===== src/rtl/lsu_pkg.sv =====
// Shared types and helpers for the load/store unit: op encodings, access sizes,
// FSM states and the registered memory-drive bundle.
package lsu_pkg;

  typedef enum logic [2:0] {
    OP_LW  = 3'd0,
    OP_LH  = 3'd1,
    OP_LHU = 3'd2,
    OP_LB  = 3'd3,
    OP_LBU = 3'd4,
    OP_SW  = 3'd5,
    OP_SH  = 3'd6,
    OP_SB  = 3'd7
  } op_e;

  localparam logic [2:0] SIZE_BYTE = 3'd1;
  localparam logic [2:0] SIZE_HALF = 3'd2;
  localparam logic [2:0] SIZE_WORD = 3'd4;

  typedef enum logic [1:0] {
    ST_IDLE,
    ST_ACCESS,
    ST_SPLIT,
    ST_RESP
  } state_e;

  typedef struct packed {
    logic [31:0] address;
    logic [31:0] data_in;
    logic        read;
    logic        write;
    logic        half_word_mode;
    logic        byte_mode;
    logic        unsigned_mode;
  } mem_drv_t;

  function automatic logic is_store(op_e op);
    return op inside {OP_SW, OP_SH, OP_SB};
  endfunction

  function automatic logic [2:0] op_size(op_e op);
    case (op)
      OP_LW, OP_SW:          return SIZE_WORD;
      OP_LH, OP_LHU, OP_SH:  return SIZE_HALF;
      default:               return SIZE_BYTE;
    endcase
  endfunction

  function automatic logic op_signed(op_e op);
    return op inside {OP_LH, OP_LB};
  endfunction

  // Memory is always read zero-extended; sign extension happens here.
  function automatic logic [31:0] extend_load(op_e op, logic [31:0] d);
    case (op_size(op))
      SIZE_HALF: return {{16{op_signed(op) & d[15]}}, d[15:0]};
      SIZE_BYTE: return {{24{op_signed(op) & d[7]}}, d[7:0]};
      default:   return d;
    endcase
  endfunction

endpackage


===== src/rtl/lsu_if.sv =====
// Datapath-side request/response handshake of the load/store unit.
interface lsu_if;
  logic        req_valid;
  logic        req_ready;
  logic [2:0]  req_op;
  logic [31:0] req_addr;
  logic [31:0] req_wdata;
  logic        resp_valid;
  logic [31:0] resp_rdata;
  logic        resp_error;

  modport master (
    output req_valid, req_op, req_addr, req_wdata,
    input  req_ready, resp_valid, resp_rdata, resp_error
  );

  modport slave (
    input  req_valid, req_op, req_addr, req_wdata,
    output req_ready, resp_valid, resp_rdata, resp_error
  );
endinterface


===== src/rtl/lsu_align_check.sv =====
// Combinational alignment / range classification of an incoming request.
module lsu_align_check
  import lsu_pkg::*;
#(
  parameter int unsigned MEM_BYTES = 1024
) (
  input  op_e         op,
  input  logic [31:0] addr,
  output logic        misaligned,
  output logic        out_of_range,
  output logic [2:0]  beats
);

  logic [2:0]  size;
  logic [32:0] last_byte;

  always_comb begin
    size = op_size(op);
    case (size)
      SIZE_WORD: misaligned = (addr[1:0] != 2'b00);
      SIZE_HALF: misaligned = addr[0];
      default:   misaligned = 1'b0;
    endcase
    // 33-bit sum so an access wrapping past 0xFFFFFFFF is out of range
    last_byte    = {1'b0, addr} + {30'b0, size} - 33'd1;
    out_of_range = (last_byte >= 33'(MEM_BYTES));
    beats        = misaligned ? size : 3'd1;
  end

endmodule


===== src/rtl/load_store_unit.sv =====
// Load/store unit: one-beat aligned accesses, misaligned halfword/word accesses
// split into big-endian byte beats, out-of-range/rejected requests answered with an error.
module load_store_unit
  import lsu_pkg::*;
#(
  parameter int unsigned MEM_BYTES        = 1024,
  parameter bit          SPLIT_MISALIGNED = 1'b1
) (
  input  logic        clk,
  input  logic        rst,
  lsu_if.slave        dp,
  output logic [31:0] mem_address,
  output logic [31:0] mem_data_in,
  output logic        mem_read,
  output logic        mem_write,
  output logic        mem_half_word_mode,
  output logic        mem_byte_mode,
  output logic        mem_unsigned_mode,
  input  logic [31:0] mem_data_out
);

  state_e      state;
  op_e         op_q;
  logic [31:0] addr_q;
  logic [31:0] wdata_q;
  logic [31:0] asm_q;
  logic [2:0]  nbeats_q;
  logic [1:0]  beat_q;
  mem_drv_t    mem_q;

  op_e         req_op;
  logic        misaligned;
  logic        out_of_range;
  logic [2:0]  beats;
  logic        reject;
  logic        last_beat;
  logic [1:0]  asm_pos;
  logic [31:0] asm_next;

  assign req_op = op_e'(dp.req_op);

  lsu_align_check #(.MEM_BYTES(MEM_BYTES)) u_align (
    .op          (req_op),
    .addr        (dp.req_addr),
    .misaligned  (misaligned),
    .out_of_range(out_of_range),
    .beats       (beats)
  );

  always_comb begin
    reject    = out_of_range || (misaligned && !SPLIT_MISALIGNED);
    last_beat = ({1'b0, beat_q} == (nbeats_q - 3'd1));
    // beat i lands in byte lane N-1-i: first beat is the most significant byte
    asm_pos   = 2'(nbeats_q - 3'd1 - {1'b0, beat_q});
    asm_next  = asm_q;
    asm_next[{asm_pos, 3'b000} +: 8] = mem_data_out[7:0];
  end

  function automatic mem_drv_t mem_drive(op_e op, logic [31:0] addr, logic [31:0] wdata,
                                         logic split, logic [2:0] n, logic [1:0] beat);
    mem_drv_t   d;
    logic [1:0] pos;
    logic [2:0] size;
    d               = '0;
    size            = op_size(op);
    pos             = 2'(n - 3'd1 - {1'b0, beat});
    d.write         = is_store(op);
    d.read          = !d.write;
    d.unsigned_mode = d.read;
    if (split) begin
      d.address   = addr + {30'b0, beat};
      d.byte_mode = 1'b1;
      if (d.write) d.data_in = {24'b0, wdata[{pos, 3'b000} +: 8]};
    end else begin
      d.address        = addr;
      d.half_word_mode = (size == SIZE_HALF);
      d.byte_mode      = (size == SIZE_BYTE);
      if (d.write) d.data_in = wdata;
    end
    return d;
  endfunction

  always_ff @(posedge clk or posedge rst) begin
    if (rst) begin
      state         <= ST_IDLE;
      dp.req_ready  <= 1'b1;
      dp.resp_valid <= 1'b0;
      dp.resp_rdata <= '0;
      dp.resp_error <= 1'b0;
      mem_q         <= '0;
      op_q          <= OP_LW;
      addr_q        <= '0;
      wdata_q       <= '0;
      nbeats_q      <= 3'd1;
      beat_q        <= '0;
      asm_q         <= '0;
    end else begin
      case (state)
        ST_IDLE: begin
          if (dp.req_valid) begin
            op_q         <= req_op;
            addr_q       <= dp.req_addr;
            wdata_q      <= dp.req_wdata;
            nbeats_q     <= beats;
            beat_q       <= '0;
            asm_q        <= '0;
            dp.req_ready <= 1'b0;
            if (reject) begin
              state         <= ST_RESP;
              dp.resp_valid <= 1'b1;
              dp.resp_error <= 1'b1;
              dp.resp_rdata <= '0;
            end else if (misaligned) begin
              state <= ST_SPLIT;
              mem_q <= mem_drive(req_op, dp.req_addr, dp.req_wdata, 1'b1, beats, 2'd0);
            end else begin
              state <= ST_ACCESS;
              mem_q <= mem_drive(req_op, dp.req_addr, dp.req_wdata, 1'b0, beats, 2'd0);
            end
          end
        end
        ST_ACCESS: begin
          mem_q         <= '0;
          state         <= ST_RESP;
          dp.resp_valid <= 1'b1;
          dp.resp_error <= 1'b0;
          dp.resp_rdata <= is_store(op_q) ? '0 : extend_load(op_q, mem_data_out);
        end
        ST_SPLIT: begin
          asm_q <= asm_next;
          if (last_beat) begin
            mem_q         <= '0;
            state         <= ST_RESP;
            dp.resp_valid <= 1'b1;
            dp.resp_error <= 1'b0;
            dp.resp_rdata <= is_store(op_q) ? '0 : extend_load(op_q, asm_next);
          end else begin
            beat_q <= beat_q + 2'd1;
            mem_q  <= mem_drive(op_q, addr_q, wdata_q, 1'b1, nbeats_q, beat_q + 2'd1);
          end
        end
        ST_RESP: begin
          state         <= ST_IDLE;
          dp.req_ready  <= 1'b1;
          dp.resp_valid <= 1'b0;
          dp.resp_rdata <= '0;
          dp.resp_error <= 1'b0;
        end
        default: state <= ST_IDLE;
      endcase
    end
  end

  assign mem_address        = mem_q.address;
  assign mem_data_in        = mem_q.data_in;
  assign mem_read           = mem_q.read;
  assign mem_write          = mem_q.write;
  assign mem_half_word_mode = mem_q.half_word_mode;
  assign mem_byte_mode      = mem_q.byte_mode;
  assign mem_unsigned_mode  = mem_q.unsigned_mode;

endmodule


===== src/flat_wrapper.sv =====
// flat-port wrapper written by rule: the top's interface ports become plain ports
module load_store_unit_flat import lsu_pkg::*;
#(
  parameter int unsigned MEM_BYTES        = 1024,
  parameter bit          SPLIT_MISALIGNED = 1'b1
)
  (clk, rst, mem_address, mem_data_in, mem_read, mem_write, mem_half_word_mode, mem_byte_mode, mem_unsigned_mode, mem_data_out, dp_req_valid, dp_req_op, dp_req_addr, dp_req_wdata, dp_req_ready, dp_resp_valid, dp_resp_rdata, dp_resp_error);
  lsu_if dp_i ();
  input  logic clk;
  input  logic rst;
  output logic [31:0] mem_address;
  output logic [31:0] mem_data_in;
  output logic mem_read;
  output logic mem_write;
  output logic mem_half_word_mode;
  output logic mem_byte_mode;
  output logic mem_unsigned_mode;
  input  logic [31:0] mem_data_out;
  input wire logic [$bits(dp_i.req_valid)-1:0] dp_req_valid;
  input wire logic [$bits(dp_i.req_op)-1:0] dp_req_op;
  input wire logic [$bits(dp_i.req_addr)-1:0] dp_req_addr;
  input wire logic [$bits(dp_i.req_wdata)-1:0] dp_req_wdata;
  output wire logic [$bits(dp_i.req_ready)-1:0] dp_req_ready;
  output wire logic [$bits(dp_i.resp_valid)-1:0] dp_resp_valid;
  output wire logic [$bits(dp_i.resp_rdata)-1:0] dp_resp_rdata;
  output wire logic [$bits(dp_i.resp_error)-1:0] dp_resp_error;
  assign dp_i.req_valid = dp_req_valid;
  assign dp_i.req_op = dp_req_op;
  assign dp_i.req_addr = dp_req_addr;
  assign dp_i.req_wdata = dp_req_wdata;
  assign dp_req_ready = dp_i.req_ready;
  assign dp_resp_valid = dp_i.resp_valid;
  assign dp_resp_rdata = dp_i.resp_rdata;
  assign dp_resp_error = dp_i.resp_error;
  load_store_unit #(.MEM_BYTES(MEM_BYTES), .SPLIT_MISALIGNED(SPLIT_MISALIGNED)) u_core (.clk(clk), .rst(rst), .dp(dp_i), .mem_address(mem_address), .mem_data_in(mem_data_in), .mem_read(mem_read), .mem_write(mem_write), .mem_half_word_mode(mem_half_word_mode), .mem_byte_mode(mem_byte_mode), .mem_unsigned_mode(mem_unsigned_mode), .mem_data_out(mem_data_out));
endmodule

===== config.mk =====
export PLATFORM = sky130hd
export DESIGN_NAME = load_store_unit_flat
export DESIGN_NICKNAME = d
export VERILOG_FILES = /design/src/rtl/lsu_pkg.sv /design/src/rtl/lsu_if.sv /design/src/rtl/lsu_align_check.sv /design/src/rtl/load_store_unit.sv /design/src/flat_wrapper.sv
export SDC_FILE = /design/constraint.sdc
export NUM_CORES = 1
export LEC_CHECK = 0
export CELL_PAD_IN_SITES_DETAIL_PLACEMENT = 1
export CELL_PAD_IN_SITES_GLOBAL_PLACEMENT = 1
export CORE_ASPECT_RATIO = 0.7
export CORE_UTILIZATION = 38
export DETAILED_ROUTE_END_ITERATION = 10
export PLACE_DENSITY = 0.89
export SLEW_MARGIN = 30
export SYNTH_ARGS = -nofsm -noshare
export SYNTH_HDL_FRONTEND = slang
export SYNTH_HIERARCHICAL = 1
export SYNTH_SLANG_ARGS = --single-unit

===== constraint.sdc =====
create_clock -name clk -period 7 [get_ports clk]
set_clock_uncertainty 0.2 [all_clocks]
set_input_delay 1.4 -clock clk [delete_from_list [all_inputs] [get_ports clk]]
set_output_delay 1.4 -clock clk [all_outputs]
set_load 0.01 [all_outputs]

==> summary.md <==
| Metric | Value |
|---|---|
| Site Rows | `55` |
| Headroom to the max-slew limit | `38.2%` |
| Clock Latency Late Sink | `0.54 ns` |
| Tcrit/Tclk final | `96.7%` |
| Detail Placement HPWL | `31800 microns` |
| Reg-to-reg slack, setup | `3.23 ns` |
| Post-Synthesis Cell Area | `0.0129 sq mm` |
| Initial core utilization | `39.2%` |
| Vias in the first global route | `12400` |
| Status | `complete, no violations` |
| Full die area | `0.0346 sq mm` |
| I/O pin cnt | `206` |
| Post-Layout Cell Count | `1975` |
| Grt total ovfl | `0` |
| Via count of the routed design | `11700` |
| Pleak | `6.99 nW` |
| Slowest cell on crit path | `a2111oi_0` |
| CP arrival | `7.02 ns` |
| Ratio of cells with drive above 1 in the final layout | `14.5%` |
| Number of port buffers | `205` |
| Dpl cell area | `0.0155 sq mm` |
| CTS tree | `built` |
| Setup TNS | `0 ns` |
| Die height | `156 microns` |
| CP Class | `in -> reg` |
| Max Freq | `0.148 GHz` |
| Final Hold Viols | `0` |
| Design area | `0.0164 sq mm` |
| FF-to-FF path depth | `11` |
| Worst-path clk slew | `0.07 ns` |
| Clk buf depth | `3` |
| Wire length per cell | `22.8 microns` |
| Drt initial violations | `755` |
| Type of the worst min-delay path | `reg -> reg` |
| Post-synth ARST share | `100%` |
| Largest net degree at the start of global routing | `111` |
| IR drop worst, VDD | `0.253 mV` |
| Reg area | `0.00521 sq mm` |
| Maxcap violations | `0` |
| # placed instances | `1930` |
| CTS root buffer | `clkbuf_16` |
| Tot Pwr | `7.87 mW` |
| DRT Wirelength | `45000 microns` |
| Critical path peak fanout | `15` |
| DRC | `0` |
| First-pass GRT wire length | `71000 microns` |
| Slew Limit Fails | `0` |
| Post-cts resize count | `0` |
| Initial antenna violation count | `0` |
| Post-route ant nets | `0` |
| H-tree depth | `1` |
| Top cell family by delay on the critical path | `compound AO/OA/AOI/OAI gates` |
| Worst Setup End Kind | `flip-flop` |
| Slew of the pin with the lowest slew margin | `0.923 ns` |
| Nets | `1682` |
| Synth area leaders | `dfrtp_1 40%, mux2_2 7.0%, ha_1 4.7%, nand2_1 3.4%, a21oi_1 3.3%` |
| Commonest non-fill, non-tap cell in the layout | `dfrtp_1` |
| Worst path bufs/invs | `5` |
| Syn Area/Cell | `9.59 sq um` |
| Synthesis-to-finish area growth | `27.6%` |
| PwrDens | `479 mW/mm^2` |
| Area share of the leading cell type in the synthesized netlist | `40.0%` |
| EDFF count, synth | `0` |
| Clk sinks | `208` |
| Commonest non-fill, non-tap cells in the layout | `205 x dfrtp_1, 204 x clkdlybuf4s50_1, 115 x nand2_1, 85 x a21oi_1, 84 x o21ai_0` |
| Yosys Warn Count | `6` |
| Post-CTS Setup Inserts | `0` |
| Fillers | `3628` |
| Via/cell ratio | `5.95` |
| Post-Syn Instances | `1342` |
| Synth cell types | `90` |
| Worst endpoint required time | `7.26 ns` |
| Crit-path cells | `clkdlybuf4s50_1 > nand2b_1 > mux2i_4 > inv_1 > ha_1 > inv_1 > nand2_1 > ha_1 > inv_1 > ha_1 > a211oi_1 > o211a_4 > o21ai_1 > o211a_1 > or2_0 > a32o_2 > a2111oi_0 > nand4_1 > a2111o_1 > nor2b_1 > buf_4 > mux2i_4 > a2111oi_0 > a211o_1` |
| Seq cells post-synth | `208` |
| Cell taking the most area after synthesis | `dfrtp_1` |
| Pre-antenna DRT Iters | `4` |
| Startpoint type of the worst setup path | `primary input` |
| Total GRT Usage | `25.6%` |
| Hold Path Depth | `1` |
| Final GP Congestion | `0.936` |
| Syn_nets | `1494` |
| Hold slack | `0.294 ns` |
| Post-synthesis sequential area ratio | `40.5%` |
| Area of the multi-input gates | `0.00707 sq mm` |
| Hold_buf cts | `0` |
| Fin crit period | `6.77 ns` |
| Most used flip-flop cell after synthesis | `dfrtp_1` |
| Core area | `0.0328 sq mm` |
| Die W | `222 microns` |
| CTS Buf Count | `23` |
| Endpoints failing setup | `0` |
| Worst path max stage delay | `0.51 ns` |
| WP depth | `24` |
==> worst reg2reg max path, cell delays in order (launching register included) <==
cell,delay [ns]
dfstp_2,0.56
inv_1,0.05
ha_1,0.39
xor2_4,0.36
xnor2_1,0.19
inv_1,0.09
ha_1,0.53
and3_1,0.62
a2bb2oi_1,0.18
o21ai_0,0.23
nor2_1,0.08
o311ai_2,0.24
==> Yosys cell counts, types with 25 or more instances <==
library cell and number:
a21oi_1 86, a22o_1 41, clkbuf_1 66, dfrtp_1 206
ha_1 48, inv_1 70, mux2_2 80, mux2i_1 28
nand2_1 116, nor2_1 66, o21ai_0 84, o22ai_1 49
xnor2_1 25, xor2_1 25
==> logic make-up (layout without fill, tap and decap cells) <==
kind of cell,after synthesis,count (layout),share of synthesized area [%]
AO/OA/AOI/OAI,435,435,23.7
XOR/XNOR,52,52,3.74
adder cells (fa/ha/maj),50,50,4.98
buffers and inverters,165,369,5.55
flip-flops,208,208,40.5
multiplexers,108,108,9.17
other,0,2,0
AND/OR/NAND/NOR,324,324,12.4
==> worst paths after layout <==
path,startpoint,end
max,dp_req_op[2],u_core/mem_data_in[2]
min,u_core/asm_q[15],u_core/asm_q[15]
max reg2reg,u_core/nbeats_q[0],u_core/dp.resp_rdata[8]
min reg2reg,u_core/asm_q[15],u_core/asm_q[15]
max in group asynchronous,rst,u_core/mem_address[25]
min in group asynchronous,rst,u_core/mem_data_in[20]
==> metrics by stage <==
step                      setup slack [ns]  utilization, %
after CTS                            0.122            49.6
after global routing               -0.0177            50.0
after floorplan                      0.672               -
after global placement              -0.229            47.2
final                                0.233            50.1
after detailed placement            -0.362            47.2
==> per-layer routing <==
metal / vias up / routed length, microns / GRT usage, % / part of all wire, %
met5: - / 0 / 0 / 0
met4: 0 / 946 / 6.15 / 2.1
met3: 60 / 2260 / 4.43 / 5.0
met2: 345 / 20700 / 41.2 / 46
met1: 6024 / 21100 / 35.8 / 47
li1: 5318 / - / - / -
==> state kept, by name, summed over array words and instances, names as in the netlist, 3 cells and up <==
name	cells
u_core/op_q	3
u_core/nbeats_q	3
u_core/addr_q	32
u_core/asm_q	31
u_core/wdata_q	32
u_core/dp.resp_rdata	32
u_core/mem_data_in	32
u_core/mem_address	32
==> where the power goes <==
group          switching (mW)  total [mW]  leakage (nW)  internal [mW]
logic                    2.47        4.34          3.95           1.87
registers               0.481        2.23          2.65           1.75
clock network           0.552        1.30         0.380          0.751
total                    3.50        7.87          6.99           4.37
==> area by class of cell <==
class                      instances  area share (%)
multi-input combinational        969            43.0
inverter                          73            1.69
clock inverter                    14            1.04
sequential                       208            31.7
antenna                            2          0.0305
clock buffer                      27            3.78
tap                              427            3.25
timing repair buffer             255            15.5
No activity file was read; power rests on OpenSTA's default activity.
